$ cat src/rtl/jtcps1_busreq_pkg.sv
// Shared types and constants for the CPS1 main-bus request front end.
// Consumed by the region decoder and the SDRAM request sequencer.
package jtcps1_busreq_pkg;

  typedef enum logic [1:0] {
    ST_IDLE,
    ST_REQ,
    ST_WAIT,
    ST_DONE
  } state_t;

  typedef enum logic [2:0] {
    RG_ROM,
    RG_VRAM,
    RG_WRAM,
    RG_IO,
    RG_NONE
  } region_t;

  localparam logic [7:0]  VRAM_LO   = 8'h90;
  localparam logic [7:0]  VRAM_HI   = 8'h92;
  localparam logic [7:0]  WRAM_BASE = 8'hFF;
  localparam logic [11:0] IO_BASE   = 12'h800;
  localparam int          TOUT_DEF  = 255;

  function automatic logic is_ram(region_t r);
    return (r == RG_VRAM) || (r == RG_WRAM);
  endfunction

endpackage

$ cat src/rtl/jtcps1_busreq_dec.sv
// Combinational 68000 address-to-region decoder.
// Shared with the sound-CPU bus path.
module jtcps1_busreq_dec
  import jtcps1_busreq_pkg::*;
(
  input  logic [23:1] a,
  output region_t     region
);

  always_comb begin
    region = RG_NONE;
    unique case (1'b1)
      a[23:22] == 2'b00:
        region = RG_ROM;
      a[23:16] >= VRAM_LO && a[23:16] <= VRAM_HI:
        region = RG_VRAM;
      a[23:16] == WRAM_BASE:
        region = RG_WRAM;
      a[23:12] == IO_BASE:
        region = RG_IO;
      default:
        region = RG_NONE;
    endcase
  end

endmodule

$ cat config.mk
export PLATFORM = sky130hd
export DESIGN_NAME = jtcps1_busreq_dec
export DESIGN_NICKNAME = d
export VERILOG_FILES = /design/src/rtl/jtcps1_busreq_pkg.sv /design/src/rtl/jtcps1_busreq_dec.sv
export SDC_FILE = /design/constraint.sdc
export NUM_CORES = 1
export LEC_CHECK = 0
export ABC_AREA = 1
export ABC_CLOCK_PERIOD_IN_PS = 900
export CAP_MARGIN = 25
export CORE_AREA = 2 2 39 41
export DETAILED_ROUTE_END_ITERATION = 6
export DIE_AREA = 0 0 41 43
export GPL_TIMING_DRIVEN = 0
export PLACE_DENSITY = 0.44
export SYNTH_ARGS = -nofsm -noshare
export SYNTH_HDL_FRONTEND = slang
export SYNTH_SLANG_ARGS = --single-unit
$ cat constraint.sdc
create_clock -name vclk -period 0.9
set_clock_uncertainty 0.15 [all_clocks]
set_input_delay 0.18 -clock vclk [all_inputs]
set_output_delay 0.18 -clock vclk [all_outputs]
set_load 0.02 [all_outputs]
==> results of run 1 <==
[cells by family after synthesis]
| family | after synthesis | share of synthesized area |
|---|---|---|
| buf+inv | 3 | 0.0900 |
| simple gates | 25 | 0.910 |
[repair_timing]
item | CTS | global route
hold buffers | 0 | 0
buffers inserted | 0 | 0
endpoints found under the setup margin | 3 | 3
resized for setup | 76 | 5
pin swaps | 14 | 7
[where the power goes]
| part | total [mW] | switching, mW | internal [mW] |
|---|---|---|---|
| Combinational | 0.106 | 0.0434 | 0.0623 |
| Clock | 0 | 0 | 0 |
| Sequential | 0 | 0 | 0 |
| Total | 0.106 | 0.0434 | 0.0623 |
[routing by layer]
metal	vias up	wire, µm
met5	-	0
met3	0	34
met1	85	124
li1	113	-
met4	0	0
met2	7	197
[metrics by stage]
step	instance area (µm²)	instances	TNS, ns	hold WS, ns
after floorplan	145	28	-0.214	0.412
after global placement	315	59	-3.46	1.41
after detailed placement	315	59	-3.47	1.42
after CTS	309	59	-0.901	0.631
after global routing	325	59	-0.969	0.577
final	325	59	-0.825	0.557
[layout make-up]
cell class                 instances  area share
inverter                           3      0.0346
multi-input combinational         25       0.481
tap                               16      0.0615
timing repair buffer              15       0.423
[Yosys cell counts (all sizes together)]
master  instances  area share
or2             1       0.050
inv             3       0.090
nand3           1       0.040
nor2            9        0.31
nand2          13        0.43
nor3            1       0.080
[path summary, 6_finish.rpt]
path	to	depth (start not counted)
setup / recovery	region[2]	8
hold / removal	region[0]	5
==> flow_metrics.env, run 1 <==
export IMPL_failed_checks="setup timing"
export IMPL_rsz0062_at_grt="true"
export IMPL_syn_cell_area_um2=125
export IMPL_gr_usage_met3=0
export IMPL_fp_row_count=14
export IMPL_period_needed_ns=1.19
export IMPL_cap_violations=0
export IMPL_critPathMaxStageDelay_ns=0.12
export IMPL_syn_inst=28
export IMPL_grt_busiest_layer="met2"
export IMPL_worstPathCellList="buf_8, nor2_4, nand2_1, nor2_2, nand2_2, nand2_4, nor2_4, buf_6"
export IMPL_synth_avg_cell_area_um2=4.47
export IMPL_seq_area_um2=0
export IMPL_die_height_um=43
export IMPL_fin_nets=68
export IMPL_core_area_um2=1380
export IMPL_cpMostUsedCell="nor2_4"
export IMPL_power_leakage_nw=0.153
export IMPL_clock_fmax_ghz=0.838
export IMPL_crit_start="a[18]"
export IMPL_fin_util=0.235
export IMPL_ios=26
export IMPL_relSlewSlack=0.904
export IMPL_overflow=0
export IMPL_setup_viol=3
export IMPL_post_place_ws_ns=-1.18
export IMPL_max_vdd_ir_drop_mv=0.0791
export IMPL_drv_slew=0
export IMPL_multi_input_area_um2=156
export IMPL_seq_cells=0
export IMPL_critPathKind="input pin to output port"
export IMPL_dr_pass1_iters=1
export IMPL_final_common_cell="buf_6"
export IMPL_grtUsageMet2=0.0938
export IMPL_ant_nets=0
export IMPL_io_buffers=15
export IMPL_die_x_um=41
export IMPL_required_ns=0.57
export IMPL_dieArea_um2=1760
export IMPL_drive_gt1_frac=0.791
export IMPL_track_usage=0.0400
export IMPL_critPathMaxFanout=2
export IMPL_gp_congestion=0.600
export IMPL_final_cell_mix="8 x buf_6, 7 x nand2_1, 5 x nor2_2, 5 x nand2_2, 5 x buf_2"
export IMPL_antenna_found_initial=0
export IMPL_status="finished, violations left"
export IMPL_hold_viol=0
export IMPL_grt_max_degree=4
export IMPL_yosys_warnings=0
export IMPL_clock_buffers=0
export IMPL_syn2layout_area_growth_pct=160
export IMPL_period_share=1.33
export IMPL_grt_first_pass_wirelength_um=545
export IMPL_drc_errors=0
export IMPL_fillers=173
export IMPL_end_kind="output port"
export IMPL_power_density_nw_per_um2=325
export IMPL_path_buf_inv=2
export IMPL_avgRoutedWirePerCell_um=6.05
export IMPL_drt_wl_total_um=357
export IMPL_yosysUniqueCellTypes=8
export IMPL_worstPathArrival_ns=0.86
export IMPL_ys_seq_area_frac=0
export IMPL_hold_start="a[18]"
export IMPL_met1_usage=0.0316
export IMPL_vias=205
export IMPL_antenna_cells=0
export IMPL_total_power_mw=0.106
export IMPL_routed_via_density=3.47
export IMPL_crit_family="simple AND/OR/NAND/NOR gates"
export IMPL_hp_class="input pin to output port"
export IMPL_setup_ws_ns=-0.294
export IMPL_drtIter0Drc=0
export IMPL_synth_fp_nets=51
export IMPL_grt_pass1_vias=177
export IMPL_critical_path_slowest_cell="buf_6"
export IMPL_crit_path_start_kind="input pin"
export IMPL_start_util=0.0904
export IMPL_worstMarginPinSlew_ns=0.144
Note: power is estimated with default switching activity, not from simulation.
==> run 2, diff against run 1 <==
CELL_PAD_IN_SITES_DETAIL_PLACEMENT = 1   (was not set)
CELL_PAD_IN_SITES_GLOBAL_PLACEMENT = 2   (was not set)
PLACE_DENSITY = 0.95   (was 0.44)
==> run 2 against run 1 <==
Net effect:
- the run still ends with setup timing left
- via count increased by 7.3%
- sequential share of layout area unchanged
- count of clock-buffer cells in the layout unchanged
- global-route usage increased by 0.80 points
- first-iteration DRC count unchanged
- critical path depth unchanged
- sequential cell count unchanged
- largest cell class unchanged
==> flow_metrics.env, run 2 (synthesized netlist as in run 1, its figures left out) <==
export IMPL_relSlewSlack=0.900
export IMPL_dr_pass1_iters=1
export IMPL_critPathKind="input pin to output port"
export IMPL_multi_input_area_um2=164
export IMPL_setup_viol=3
export IMPL_die_height_um=43
export IMPL_antenna_cells=0
export IMPL_status="finished, violations left"
export IMPL_required_ns=0.57
export IMPL_hold_viol=0
export IMPL_seq_cells=0
export IMPL_fillers=179
export IMPL_max_vdd_ir_drop_mv=0.0619
export IMPL_drc_errors=0
export IMPL_worstMarginPinSlew_ns=0.149
export IMPL_critPathMaxFanout=2
export IMPL_antenna_found_initial=0
export IMPL_grt_pass1_vias=191
export IMPL_grtUsageMet2=0.0938
export IMPL_grt_max_degree=4
export IMPL_core_area_um2=1380
export IMPL_failed_checks="setup timing"
export IMPL_syn2layout_area_growth_pct=162
export IMPL_dpl_hpwl_um=368
export IMPL_overflow=0
export IMPL_period_share=1.34
export IMPL_crit_path_start_kind="input pin"
export IMPL_drt_wl_total_um=437
export IMPL_die_x_um=41
export IMPL_vias=220
export IMPL_cap_violations=0
export IMPL_gr_usage_met3=0
export IMPL_gp_congestion=0.595
export IMPL_drv_slew=0
export IMPL_grt_busiest_layer="met2"
export IMPL_final_common_cell="buf_2"
export IMPL_cts_hold_buf=0
export IMPL_start_util=0.0904
export IMPL_rsz0062_at_grt="true"
export IMPL_track_usage=0.0480
export IMPL_drive_gt1_frac=0.795
export IMPL_ant_nets=0
export IMPL_io_buffers=15
export IMPL_fp_row_count=14
export IMPL_ios=26
export IMPL_power_density_nw_per_um2=330
export IMPL_grt_first_pass_wirelength_um=648
export IMPL_met1_usage=0.0570
export IMPL_avgRoutedWirePerCell_um=7.28
export IMPL_power_leakage_nw=0.156
export IMPL_fin_nets=69
export IMPL_clock_buffers=0
export IMPL_dieArea_um2=1760
export IMPL_routed_via_density=3.67
export IMPL_worstPathArrival_ns=0.88
export IMPL_seq_area_um2=0
export IMPL_hp_class="input pin to output port"
export IMPL_timing_hold_ws_ns=0.656
export IMPL_setup_ws_ns=-0.307
export IMPL_end_kind="output port"
export IMPL_final_cell_mix="7 x buf_2, 6 x nand2_2, 6 x nand2_1, 6 x buf_6, 4 x nor2_2"
export IMPL_period_needed_ns=1.21
export IMPL_drtIter0Drc=0
export IMPL_post_place_ws_ns=-1.18
export IMPL_clock_fmax_ghz=0.828
run 2: stage by stage:
| step | utilization | TNS (ns) | power, mW | cells | instance area (µm²) |
|---|---|---|---|---|---|
| 3_3_place_gp | 0.228 | -3.45 | 0.102 | 59 | 315 |
| 6_report | 0.237 | -0.860 | 0.108 | 60 | 328 |
| 2_1_floorplan | - | -0.214 | 0.0345 | 28 | 145 |
| 5_1_grt | 0.237 | -1.10 | 0.118 | 60 | 328 |
| 4_1_cts | 0.214 | -0.902 | 0.0966 | 59 | 297 |
| 3_5_place_dp | 0.228 | -3.49 | 0.104 | 59 | 315 |
run 2: report_power, final:
group / internal [mW] / total [mW] / switching, mW
Clock: 0 / 0 / 0
Sequential: 0 / 0 / 0
Combinational: 0.0609 / 0.108 / 0.0472
Total: 0.0609 / 0.108 / 0.0472
run 2: layer usage:
metal  part of all wire  wire [µm]
met5                  0          0
met4                  0          0
met3               0.10         44
met2               0.52        227
met1               0.38        165
run 2: final timing paths:
check / from / endpoint / slack [ns] / cells after the start
worst max-delay path: a[18] / region[2] / -0.31 / 8
worst min-delay path: a[17] / region[0] / 0.66 / 5
run 2: worst max-delay path, cell delays in order:
cell	delay [ns]
buf_8	0.10
nor2_4	0.10
nand2_2	0.05
nor2_2	0.12
nand2_2	0.09
nand2_4	0.08
nor2_4	0.03
buf_6	0.12
run 2: final cells by class:
class | count | share of cell area
multi-input cells | 25 | 0.500
inverters | 3 | 0.0344
repair buffers | 16 | 0.405
well taps | 16 | 0.0611
run 2: what timing repair did:
action                                  4_1_cts  5_1_grt
pin swaps                                    14        9
buffers inserted                              0        1
endpoints found under the setup margin        3        3
gates resized for setup                      73        7
==> run 3, diff against run 2 <==
SKIP_LAST_GASP = 1   (was not set)
==> results of run 3 <==
Same layout as run 2: the final DEF is identical, and so are final timing and power.
